[src/rtl/mmio_pkg.sv]
// Register offsets and shared types for the memory-mapped I/O controller.
package mmio_pkg;
  localparam logic [7:0] OFF_LED  = 8'h00;
  localparam logic [7:0] OFF_SEG  = 8'h04;
  localparam logic [7:0] OFF_CTRL = 8'h08;
  localparam logic [7:0] OFF_SW   = 8'h0C;
  localparam logic [7:0] OFF_BTN  = 8'h10;
  localparam logic [7:0] OFF_TMR  = 8'h14;
  localparam logic [7:0] OFF_TCMP = 8'h18;
  localparam logic [7:0] OFF_STAT = 8'h1C;

  typedef enum logic {IDLE = 1'b0, RESP = 1'b1} state_t;

  typedef struct packed {
    logic irq_en;
    logic seg_en;
  } ctrl_t;
endpackage

[src/rtl/mmio_timer.sv]
// Step-gated timer with compare-and-wrap; a CPU write to the counter beats the increment.
module mmio_timer #(
  parameter int unsigned TIMER_W = 32
) (
  input  logic               clk,
  input  logic               aresetn,
  input  logic               step_i,
  input  logic               tmr_we_i,
  input  logic               tcmp_we_i,
  input  logic               exp_clr_i,
  input  logic [TIMER_W-1:0] wdata_i,
  output logic [TIMER_W-1:0] tmr_o,
  output logic [TIMER_W-1:0] tcmp_o,
  output logic               expired_o
);
  logic [TIMER_W-1:0] tmr_q, tmr_d, tcmp_q, tcmp_d;
  logic               exp_q, exp_d, match;

  always_comb begin
    match  = (tcmp_q != '0) && (tmr_q == tcmp_q);
    tmr_d  = tmr_q;
    tcmp_d = tcmp_q;
    exp_d  = exp_q & ~exp_clr_i;
    if (tmr_we_i) begin
      tmr_d = wdata_i;
    end else if (step_i) begin
      if (match) begin
        tmr_d = '0;
        exp_d = 1'b1;
      end else begin
        tmr_d = tmr_q + TIMER_W'(1);
      end
    end
    if (tcmp_we_i) tcmp_d = wdata_i;
  end

  always_ff @(posedge clk or negedge aresetn) begin
    if (!aresetn) begin
      tmr_q  <= '0;
      tcmp_q <= '0;
      exp_q  <= 1'b0;
    end else begin
      tmr_q  <= tmr_d;
      tcmp_q <= tcmp_d;
      exp_q  <= exp_d;
    end
  end

  assign tmr_o     = tmr_q;
  assign tcmp_o    = tcmp_q;
  assign expired_o = exp_q;
endmodule

[src/rtl/mmio_ctrl.sv]
// CPU-facing I/O register block: window decode, valid/ready handshake with a
// single response buffer, LED/7-segment registers, sticky button events and timer.
module mmio_ctrl
  import mmio_pkg::*;
#(
  parameter logic [31:0] BASE_ADDR = 32'hFFFF_FF00,
  parameter int unsigned TIMER_W   = 32
) (
  input  logic        clk,
  input  logic        aresetn,
  input  logic        step,
  input  logic        req_valid,
  output logic        req_ready,
  input  logic        req_we,
  input  logic [31:0] req_addr,
  input  logic [31:0] req_wdata,
  output logic        rsp_valid,
  input  logic        rsp_ready,
  output logic [31:0] rsp_rdata,
  input  logic [15:0] switch,
  input  logic [4:0]  button_down,
  output logic [15:0] led,
  output logic [31:0] seg_value,
  output logic        seg_en,
  output logic        irq
);
  state_t       state_q, state_d;
  logic [31:0]  rsp_rdata_q, rsp_rdata_d, rdata;
  logic [15:0]  led_q, led_d;
  logic [31:0]  seg_q, seg_d;
  ctrl_t        ctrl_q, ctrl_d;
  logic [4:0]   evt_q, evt_d, evt_clr;
  logic         bad_q, bad_d, irq_q, irq_d;
  logic         accept, hit, mapped, rd_en, wr_en, expired;
  logic [7:0]   off;
  logic [TIMER_W-1:0] tmr_v, tcmp_v;
  logic [31:0]  tmr_ext, tcmp_ext;

  assign req_ready = (state_q == IDLE) | rsp_ready;
  assign accept    = req_valid & req_ready;
  assign off       = req_addr[7:0] & 8'hFC;
  assign hit       = (req_addr[31:8] == BASE_ADDR[31:8]);
  assign mapped    = hit && (off <= OFF_STAT);
  assign rd_en     = accept & ~req_we & mapped;
  assign wr_en     = accept & req_we & mapped;

  mmio_timer #(.TIMER_W(TIMER_W)) u_timer (
    .clk       (clk),
    .aresetn   (aresetn),
    .step_i    (step),
    .tmr_we_i  (wr_en && (off == OFF_TMR)),
    .tcmp_we_i (wr_en && (off == OFF_TCMP)),
    .exp_clr_i (wr_en && (off == OFF_STAT) && req_wdata[0]),
    .wdata_i   (req_wdata[TIMER_W-1:0]),
    .tmr_o     (tmr_v),
    .tcmp_o    (tcmp_v),
    .expired_o (expired)
  );

  always_comb begin
    tmr_ext  = '0;
    tcmp_ext = '0;
    tmr_ext[TIMER_W-1:0]  = tmr_v;
    tcmp_ext[TIMER_W-1:0] = tcmp_v;
  end

  // Reading BTN_EVT clears exactly the bits it returned.
  always_comb begin
    rdata   = '0;
    evt_clr = '0;
    if (rd_en) begin
      case (off)
        OFF_LED:  rdata = {16'b0, led_q};
        OFF_SEG:  rdata = seg_q;
        OFF_CTRL: rdata = {30'b0, ctrl_q};
        OFF_SW:   rdata = {16'b0, switch};
        OFF_BTN:  begin
          rdata   = {27'b0, evt_q};
          evt_clr = evt_q;
        end
        OFF_TMR:  rdata = tmr_ext;
        OFF_TCMP: rdata = tcmp_ext;
        OFF_STAT: rdata = {30'b0, bad_q, expired};
        default:  rdata = '0;
      endcase
    end
  end

  always_comb begin
    led_d  = led_q;
    seg_d  = seg_q;
    ctrl_d = ctrl_q;
    bad_d  = bad_q;
    evt_d  = (evt_q & ~evt_clr) | button_down;
    irq_d  = expired & ctrl_q.irq_en;
    if (wr_en) begin
      case (off)
        OFF_LED:  led_d  = req_wdata[15:0];
        OFF_SEG:  seg_d  = req_wdata;
        OFF_CTRL: ctrl_d = ctrl_t'(req_wdata[1:0]);
        OFF_STAT: if (req_wdata[1]) bad_d = 1'b0;
        default:  ;
      endcase
    end
    if (accept && !mapped) bad_d = 1'b1;
  end

  always_comb begin
    state_d     = state_q;
    rsp_rdata_d = rsp_rdata_q;
    case (state_q)
      IDLE: begin
        if (accept) begin
          state_d     = RESP;
          rsp_rdata_d = rdata;
        end
      end
      RESP: begin
        if (accept) begin
          rsp_rdata_d = rdata;
        end else if (rsp_ready) begin
          state_d     = IDLE;
          rsp_rdata_d = '0;
        end
      end
      default: state_d = IDLE;
    endcase
  end

  always_ff @(posedge clk or negedge aresetn) begin
    if (!aresetn) begin
      state_q     <= IDLE;
      rsp_rdata_q <= '0;
      led_q       <= '0;
      seg_q       <= '0;
      ctrl_q      <= '0;
      evt_q       <= '0;
      bad_q       <= 1'b0;
      irq_q       <= 1'b0;
    end else begin
      state_q     <= state_d;
      rsp_rdata_q <= rsp_rdata_d;
      led_q       <= led_d;
      seg_q       <= seg_d;
      ctrl_q      <= ctrl_d;
      evt_q       <= evt_d;
      bad_q       <= bad_d;
      irq_q       <= irq_d;
    end
  end

  assign rsp_valid = (state_q == RESP);
  assign rsp_rdata = rsp_rdata_q;
  assign led       = led_q;
  assign seg_value = seg_q;
  assign seg_en    = ctrl_q.seg_en;
  assign irq       = irq_q;
endmodule
[config.mk]
export PLATFORM = sky130hd
export DESIGN_NAME = mmio_ctrl
export DESIGN_NICKNAME = d
export VERILOG_FILES = /design/src/rtl/mmio_pkg.sv /design/src/rtl/mmio_timer.sv /design/src/rtl/mmio_ctrl.sv
export SDC_FILE = /design/constraint.sdc
export NUM_CORES = 1
export LEC_CHECK = 0
export CAP_MARGIN = 10
export CORE_MARGIN = 5
export CORE_UTILIZATION = 52
export CTS_CLUSTER_SIZE = 16
export DETAILED_ROUTE_END_ITERATION = 7
export PLACE_DENSITY_LB_ADDON = 0.3
export SYNTH_ARGS = -nofsm -noshare
export SYNTH_HDL_FRONTEND = slang
export SYNTH_HIERARCHICAL = 1
export SYNTH_SLANG_ARGS = --single-unit
[constraint.sdc]
create_clock -name clk -period 2.5 [get_ports clk]
set_input_delay 0.75 -clock clk [delete_from_list [all_inputs] [get_ports clk]]
set_output_delay 0.75 -clock clk [all_outputs]
set_load 0.02 [all_outputs]
== After elaboration in Yosys (flattened, before gate mapping) ==
Index checks and enable logic that the tools add are counted.

* Word-level logic and storage cells: 80
* Register bits: 155
* Latch bits: 0
* Memories kept: 0
* Memory bits (read-only): 0
* Bits in writable memories: 0
* Output and inout bits: 84

* Equal/unequal tests: 11
* Bitwise logic cells: 14
* Magnitude comparators: 1
* Add/subtract/negate cells: 1
* $mul: 0
* Muxes and demuxes: 22
* Divide/modulo/power cells: 0
* Reduce and logical (&&, ||, !) cells: 19
* Shifts and indexed selects: 0

{| class="wikitable"
|+ Operators by type and width
! kind !! number
|-
| $pmux W32 S8 || 1
|-
| $mux W32 || 7
|-
| $pmux W32 S2 || 1
|-
| $add A32 B1 Y32 const B || 1
|-
| $eq A32 B32 Y1 || 1
|-
| $reduce_bool A32 Y1 || 1
|-
| $eq A24 B24 Y1 const B || 1
|-
| $eq A6 B3 Y1 const B || 4
|-
| $eq A6 B2 Y1 const B || 2
|-
| $mux W1 || 10
|-
| $mux W5 || 2
|-
| $le A8 B5 Y1 const B || 1
|-
| $logic_not A8 Y1 || 1
|-
| $reduce_and A2 Y1 || 4
|-
| $reduce_bool A2 Y1 || 4
|-
| $and A1 B1 Y1 || 7
|-
| $logic_and A1 B1 Y1 || 7
|-
| $eq A6 B1 Y1 const B || 1
|-
| $and A5 B5 Y5 || 1
|-
| $not A5 Y5 || 1
|-
| $or A5 B5 Y5 || 1
|-
| $ne A3 B2 Y1 const B || 1
|-
| $not A1 Y1 || 3
|-
| $reduce_and A3 Y1 || 1
|-
| other kinds (4) || 4
|}

== Depth between registers and ports, before layout ==
Gate-level depths: netlist of run 1.

* Depth after elaboration: 12
* Gate-level depth with buffers: 10
* Gate-level depth less buffers: 8

== Modules after synthesis ==
The synthesis of run 1 kept the hierarchy.

{| class="wikitable"
|+ By module, submodules not included
! module !! instances !! cells each !! sequential area each (um^2) !! area an instance (um^2)
|-
| mmio_ctrl || 1 || 403 || 2252.2 || 4732.0
|-
| mmio_timer || 1 || 400 || 1626.6 || 3968.8
|}

== Worst setup path after synthesis of run 1 ==
Ideal clock, no wire load.

* Path kind: input to register
* Start: input req_addr[4]
* End: register u_timer.tcmp_q[10], in the netlist u_timer/tcmp_o[10]
* Data required time: 2.375 ns
* Setup time: 0.125 ns
* Data arrival time: 2.783 ns
* Setup slack: -0.407 ns
* Stages: 9
* Buffers on the path: 5
* Cells stage by stage: buf_2 -> nor4b_4 -> and3b_1 -> buf_2 -> buf_2 -> nor2b_1 -> clkbuf_1 -> buf_1 -> mux2_2

* Word-level cells in the longest chain between the ends: 4

{| class="wikitable"
|+ Ends and longest elaborated chain
! what !! RTL line !! RTL
|-
| start, declared || mmio_ctrl.sv:15 || <nowiki>input logic [31:0] req_addr,</nowiki>
|-
| $le A8 B5 Y1 || mmio_ctrl.sv:43 || <nowiki>assign mapped = hit && (off <= OFF_STAT);</nowiki>
|-
| $logic_and A1 B1 Y1 || mmio_ctrl.sv:43 ||
|-
| $and A1 B1 Y1 || mmio_ctrl.sv:45 || <nowiki>assign wr_en = accept & req_we & mapped;</nowiki>
|-
| $logic_and A1 B1 Y1 (*) || mmio_ctrl.sv:52 || <nowiki>.tcmp_we_i (wr_en && (off == OFF_TCMP)),</nowiki>
|-
| end signal, assigned || mmio_timer.sv:44 || <nowiki>tcmp_q <= tcmp_d;</nowiki>
|-
| end, declared || mmio_timer.sv:16 || <nowiki>logic [TIMER_W-1:0] tmr_q, tmr_d, tcmp_q, tcmp_d;</nowiki>
|}

Every way passes the cells marked *; elsewhere a longest branch is shown, timed or not.
A chain may end at the register's enable or synchronous reset.

== Worst setup path in the final report of run 1 ==
* Start: input req_addr[27]
* End: register u_timer.tmr_q[19], in the netlist u_timer/tmr_o[19]

* Word-level cells in the longest chain between the ends: 5

{| class="wikitable"
|+ Ends and longest elaborated chain
! what !! RTL line !! RTL
|-
| $eq A24 B24 Y1 (*) || mmio_ctrl.sv:42 || <nowiki>assign hit = (req_addr[31:8] == BASE_ADDR[31:8]);</nowiki>
|-
| $logic_and A1 B1 Y1 (*) || mmio_ctrl.sv:43 ||
|-
| $and A1 B1 Y1 (*) || mmio_ctrl.sv:45 ||
|-
| $logic_and A1 B1 Y1 (*) || mmio_ctrl.sv:51 || <nowiki>.tmr_we_i (wr_en && (off == OFF_TMR)),</nowiki>
|-
| $mux W32 or $reduce_bool A2 Y1 (tied branches) || n/a ||
|-
| end signal, assigned || mmio_timer.sv:43 || <nowiki>tmr_q <= tmr_d;</nowiki>
|-
| end, declared || mmio_timer.sv:16 ||
|}

Marked as above.

==> results of run 1 <==
how the worst max path moves through the flow:
| stage | to | slack [ns] | depth (start not counted) |
|---|---|---|---|
| floorplan | u_timer/tcmp_o[10]$_DFFE_PN0P_ | 0.002 | 9 |
| global placement | u_timer/tcmp_o[25]$_DFFE_PN0P_ | -0.47 | 7 |
| detailed placement | u_timer/tcmp_o[31]$_DFFE_PN0P_ | -0.52 | 7 |
| CTS | seg_value[20]$_DFFE_PN0P_ | 0.007 | 6 |
| global route | u_timer/tmr_o[4]$_DFFE_PN0P_ | -0.12 | 10 |
| finish | u_timer/tmr_o[19]$_DFFE_PN0P_ | -0.07 | 10 |
repair_timing:
action | in CTS | in global routing
buffers inserted | 1 | 5
endpoints found under the setup margin | 67 | 84
pin swaps | 1 | 15
cloned | 0 | 1
resized for setup | 4 | 24
synth_stat cells, types with 5 or more instances:
library cell / number
nand3_1: 19
xnor2_1: 34
or3_1: 6
a22oi_1: 18
o31ai_1: 7
nand4_1: 47
clkbuf_1: 35
mux2_1: 23
a31oi_1: 15
or3b_1: 5
a22o_1: 15
mux2_4: 30
and3_1: 35
buf_6: 5
inv_1: 13
a221oi_1: 18
nor4_1: 11
a32oi_1: 5
a2bb2oi_1: 8
nor2_1: 22
o211ai_1: 13
o21ai_1: 26
mux2i_1: 7
and2_1: 7
dfrtp_1: 155
a21oi_1: 14
o21ai_0: 12
a21o_1: 6
nand2_1: 58
nor3_1: 12
buf_2: 9
mux2_2: 43
worst register-to-register path: stages (launching register included):
cell and delay, ns:
dfrtp_1 0.45, nor4_1 0.39, nand4_1 0.18, or2_1 0.36, a31oi_4 0.37, or4b_1 0.49
o211ai_1 0.11
final cells by class:
cell class	instances	area [um^2]	area share
clock inverters	14	238	0.0197
clock buffers	18	439	0.0364
flip-flops and latches	155	3880	0.322
well taps	220	275	0.0228
multi-input cells	578	4530	0.376
repair buffers	269	2640	0.219
inverters	14	56.3	0.00467
sequential cells by signal, summed over array words and instances, names as in the netlist:
signal	cells
bad_q	1
evt_q	5
seg_value	32
led	16
rsp_rdata	32
u_timer/tmr_o	32
ctrl_q	1
seg_en	1
u_timer/tcmp_o	32
u_timer/expired_o	1
rsp_valid	1
irq	1
cells by family after synthesis:
logic type	count (synthesis)	synth area share
simple gates	261	0.181
buf+inv	70	0.0418
flops	155	0.446
mux	103	0.145
compound gates	175	0.145
xor+xnor	38	0.0400
fa+ha+maj	1	0.00144
where the power goes:
group,total (uW),internal (uW),switching (uW)
Combinational,586,289,296
Clock,3000,1910,1090
Sequential,2600,2540,61.6
Total,6180,4730,1450
per-layer routing:
metal	share of wire	up-vias
li1	-	3530
met1	0.41	3997
met2	0.49	394
met3	0.075	50
met4	0.022	0
met5	0	-
metrics by stage:
| step | hold slack (ns) | TNS (ns) |
|---|---|---|
| floorplan | 0.448 | 0 |
| global placement | 0.467 | -52.55 |
| detailed placement | 0.472 | -55.43 |
| CTS | 0.256 | 0 |
| global route | 0.272 | -2.43 |
| finish | 0.248 | -0.736 |
cells in the final DEF, fill, tap and decap left out, types with 11 or more instances in the layout:
cell / n
a21oi_1: 14
a221oi_1: 18
a22o_1: 15
a22oi_1: 18
a31oi_1: 15
and3_1: 35
buf_12: 11
buf_4: 81
clkbuf_16: 18
clkdlybuf4s50_1: 161
dfrtp_1: 155
inv_1: 12
mux2_1: 23
mux2_2: 43
mux2_4: 30
nand2_1: 58
nand3_1: 19
nand4_1: 47
nor2_1: 21
o211ai_1: 13
o21ai_0: 12
o21ai_1: 26
xnor2_1: 33
==> flow_metrics.env, run 1 <==
export IMPL_outcome="complete, but fails checks"
export IMPL_violations="setup timing"
export IMPL_clk_path_buf_depth=2
export IMPL_synth_top_area_share=0.446
export IMPL_r2r_cells=6
export IMPL_cts_made_buffers=17
export IMPL_crit_slowest_cell="clkdlybuf4s50_1"
export IMPL_grt_max_degree=46
export IMPL_rsz0062_at_grt="yes"
export IMPL_cp_start_kind="primary input"
export IMPL_track_usage=0.278
export IMPL_yosysSeqAreaShare=0.446
export IMPL_worst_r2r_setup_slack_ns=0.07
export IMPL_synth_async_reset_ratio=1.00
export IMPL_synth_seq_cells=155
export IMPL_tightest_slew_ns=0.557
export IMPL_yosysWarningCount=6
export IMPL_dp_cells=1229
export IMPL_post_synth_num_cell_types=73
export IMPL_n_antenna_cell=0
export IMPL_drive_gt1_frac=0.230
export IMPL_pre_cts_ws_ns=-0.520
export IMPL_fin_crit_ns=2.57
export IMPL_crit_family="buffers and inverters"
export IMPL_num_rows=47
export IMPL_die_area_um2=19400
export IMPL_fin_area_um2=12100
export IMPL_ir_worst_vdd_uv=508
export IMPL_slew_violations=0
export IMPL_ios=175
export IMPL_h_tree_depth=4
export IMPL_grtUsageMet3=0.0659
export IMPL_dr_pass1_iters=6
export IMPL_antenna_found_initial=0
export IMPL_die_h_um=139
export IMPL_final_setup_viol_count=31
export IMPL_busiest_layer="met2"
export IMPL_routabilityCongestion=0.946
export IMPL_vias=7971
export IMPL_fin_nets=1127
export IMPL_clock_skew_ns=0.00988
export IMPL_critPathRequiredTime_ns=2.87
export IMPL_avgSynthCellArea_um2=10.8
export IMPL_p_total_uw=6180
export IMPL_syn_area_um2=8700
export IMPL_end_kind="flop"
export IMPL_placed_cell_area_um2=11200
export IMPL_root_buffer="clkbuf_16"
export IMPL_yosysTopAreaCell="dfrtp_1"
export IMPL_grt_met1_usage=0.366
export IMPL_drc=0
export IMPL_power_leakage_uw=0.00524
export IMPL_synth_edf_count=0
export IMPL_slew_headroom=0.625
export IMPL_fin_crit_sh=1.03
export IMPL_io_buffers=172
export IMPL_wl_per_cell_um=21.9
export IMPL_drtIter0Drc=805
export IMPL_fin_util=0.730
export IMPL_reg2reg_to="u_timer/tmr_o[16]$_DFFE_PN0P_"
export IMPL_cpPeakStageDelay_ns=0.45
export IMPL_power_per_cell_area_nw_per_um2=513
export IMPL_worst_slack_ns=-0.0687
export IMPL_fillers=1151
export IMPL_cp_max_fo=14
export IMPL_timing_rr_start="u_timer/tcmp_o[1]$_DFFE_PN0P_"
export IMPL_wirelength_um=27800
export IMPL_initial_core_util=0.527
export IMPL_die_w_um=139
export IMPL_area_growth_pct=38.6
export IMPL_fmax_mhz=389
export IMPL_crit_chain="clkdlybuf4s50_1, nand4_1, nor4_4, nand4_1, buf_6, nor2_4, clkinvlp_4, buf_12, o21ai_0, o22a_1"
export IMPL_criticalPathCategory="primary input to flop"
export IMPL_cts_sinks=155
export IMPL_hold_path_class="primary input to asynchronous set/reset pin"
export IMPL_synthTopCellsByArea="dfrtp_1 (45%), mux2_2 (5.6%), mux2_4 (5.2%), xnor2_1 (3.4%), nand4_1 (3.4%)"
export IMPL_grt_pass1_wl_um=43800
export IMPL_crit_start="req_addr[27]"
export IMPL_drtAntennaViolNets=0
export IMPL_crit_arrival_ns=2.93
export IMPL_worst_path_buf_inv=4
export IMPL_fin_cells=1268
export IMPL_post_dp_hpwl_um=19600
export IMPL_met2_usage=0.465
export IMPL_coreArea_um2=16500
export IMPL_clkLatencyLatePin_ns=0.43
export IMPL_first_global_vias=7988
export IMPL_synth_nets=895
export IMPL_maxCapViolations=0
export IMPL_postCtsHoldBufs=0
export IMPL_synthFlopType="dfrtp_1"
export IMPL_finalHoldViolCount=0
export IMPL_grt_overflow=0
export IMPL_via_per_inst=6.29
export IMPL_syn_inst=803
export IMPL_cp_common_cell="nand4_1"
export IMPL_cts_tree="yes"
export IMPL_path_clk_slew_ns=0.06
Note: power is estimated with default switching activity, not from simulation.
==> run 2, diff against run 1 <==
Settings changed: CTS_CLUSTER_DIAMETER set to 40.
==> results of run 2 <==
No change in the layout: final DEF, timing and power equal those of run 1.
==> run 3, diff against run 2 <==
Settings changed: CTS_CLUSTER_DIAMETER 40 to not set, GPL_TIMING_DRIVEN set to 1, REMOVE_ABC_BUFFERS set to 1.
==> run 3 against run 2 <==
The flow now finishes without violations. Sequential power is essentially flat. Core utilization shrank 1.2 points. Critical path depth shrank 7. Clock skew shrank 0.0035 ns. Register-to-register slack gained 0.04 ns. Final cell count shrank 1.2%. Sequential share of layout area grew 0.55 points. Total power shrank 7.7%. Global-route usage grew 0.20 points. Highest routed layer unchanged.
==> flow_metrics.env, run 3 (same netlist as run 1, synthesis figures left out) <==
export IMPL_coreArea_um2=16500
export IMPL_hold_slack_ns=0.271
export IMPL_cp_start_kind="primary input"
export IMPL_layout_commonest_cell="clkdlybuf4s50_1"
export IMPL_track_usage=0.280
export IMPL_root_buffer="clkbuf_16"
export IMPL_drtIter0Drc=592
export IMPL_io_buffers=172
export IMPL_cts_made_buffers=17
export IMPL_die_w_um=139
export IMPL_h_tree_depth=4
export IMPL_fin_crit_sh=0.984
export IMPL_finalHoldViolCount=0
export IMPL_final_cell_mix="clkdlybuf4s50_1 (157), dfrtp_1 (155), buf_4 (72)"
export IMPL_drc=0
export IMPL_maxCapViolations=0
export IMPL_crit_arrival_ns=1.71
export IMPL_hold_path_class="primary input to asynchronous set/reset pin"
export IMPL_power_leakage_uw=0.00513
export IMPL_p_total_uw=5710
export IMPL_final_setup_viol_count=0
export IMPL_clock_skew_ns=0.00643
export IMPL_pre_cts_ws_ns=-0.463
export IMPL_cp_max_fo=3
export IMPL_ios=175
export IMPL_drtAntennaViolNets=0
export IMPL_cts_tree="yes"
export IMPL_die_h_um=139
export IMPL_wirelength_um=28000
export IMPL_die_area_um2=19400
export IMPL_clkLatencyLatePin_ns=0.42
export IMPL_outcome="finished clean"
export IMPL_setup_tns_ns=0
export IMPL_routabilityCongestion=0.938
export IMPL_fin_nets=1115
export IMPL_slew_violations=0
export IMPL_dr_pass1_iters=5
export IMPL_num_rows=47
export IMPL_initial_core_util=0.527
export IMPL_tightest_slew_ns=0.613
export IMPL_criticalPathCategory="primary input to output port"
export IMPL_grt_max_degree=49
export IMPL_ir_worst_vdd_uv=455
export IMPL_end_kind="output port"
export IMPL_worst_slack_ns=0.0392
export IMPL_cts_sinks=155
export IMPL_power_per_cell_area_nw_per_um2=481
export IMPL_fillers=1194
export IMPL_grt_overflow=0
export IMPL_fin_crit_ns=2.46
export IMPL_grt_pass1_wl_um=43900
export IMPL_n_antenna_cell=0
export IMPL_via_per_inst=6.21
export IMPL_slew_headroom=0.587
export IMPL_fmax_mhz=406
export IMPL_post_dp_hpwl_um=19500
export IMPL_area_growth_pct=36.3
export IMPL_clk_path_buf_depth=2
export IMPL_rsz0062_at_grt="yes"
export IMPL_wl_per_cell_um=22.3
export IMPL_first_global_vias=8150
export IMPL_antenna_found_initial=0
export IMPL_drive_gt1_frac=0.218
export IMPL_vias=7784
export IMPL_path_clk_slew_ns=0.06
export IMPL_critPathRequiredTime_ns=1.75
## run 3: changes by cell type in the layout (fill, tap and decap cells not counted), moves of 2 or more
cell             before  now
buf_4                81   72
buf_6                 4    2
bufinv_16             6    2
clkbuf_1              0    2
clkdlybuf4s50_1     161  157
dlymetal6s2s_1        9   13
inv_6                 3    0
nor3_2                3    1
## run 3: per-layer routing
| metal | vias to the layer above | track usage | part of all wire |
|---|---|---|---|
| met1 | 3911 | 0.366 | 0.42 |
| met2 | 324 | 0.475 | 0.50 |
| met4 | 0 | 0.0947 | 0.020 |
| met5 | - | 0 | 0 |
| met3 | 51 | 0.0480 | 0.059 |
| li1 | 3498 | - | - |
## run 3: what timing repair did
item / in CTS / in global routing
setup endpoints to repair: 25 / 25
pin swaps: 1 / 8
hold buffers: 0 / 0
setup buffers: 1 / 1
gates resized for setup: 3 / 26
## run 3: path summary, 6_finish.rpt
kind | from | endpoint | slack [ns] | cells after the start
max | rsp_ready | req_ready | 0.04 | 3
min | aresetn | seg_value[28]$_DFFE_PN0P_ | 0.27 | 1
max reg2reg | u_timer/tcmp_o[8]$_DFFE_PN0P_ | u_timer/tmr_o[16]$_DFFE_PN0P_ | 0.11 | 6
min reg2reg | evt_q[2]$_DFF_PN0_ | evt_q[2]$_DFF_PN0_ | 0.48 | 1
max in group asynchronous | aresetn | bad_q$_DFFE_PN0P_ | 1.66 | 2
min in group clk | evt_q[2]$_DFF_PN0_ | evt_q[2]$_DFF_PN0_ | 0.48 | 1
## run 3: stage by stage
stage	area [um^2]	utilization	cells
after floorplan	8390	-	747
after global placement	11200	0.677	1222
after detailed placement	11200	0.677	1222
after CTS	11800	0.711	1252
after global routing	11900	0.717	1253
final	11900	0.717	1253
## run 3: power breakdown
part | switching (uW) | leakage (uW) | internal, uW | total (uW)
logic | 319 | 0.00277 | 293 | 612
registers | 53.5 | 0.00208 | 2540 | 2590
clock network | 1000 | 0.000274 | 1500 | 2500
## run 3: cell type report
type | instances | area, um^2 | area share
inverters | 14 | 56.3 | 0.00475
clock inverters | 8 | 96.3 | 0.00813
flip-flops and latches | 155 | 3880 | 0.327
multi-input cells | 578 | 4540 | 0.383
repair buffers | 257 | 2550 | 0.215
well taps | 220 | 275 | 0.0232
clock buffers | 21 | 460 | 0.0388
## run 3: critical path, stage by stage
cell and delay (ns):
clkdlybuf4s50_1 0.46, nand2b_1 0.16, clkdlybuf4s15_1 0.33
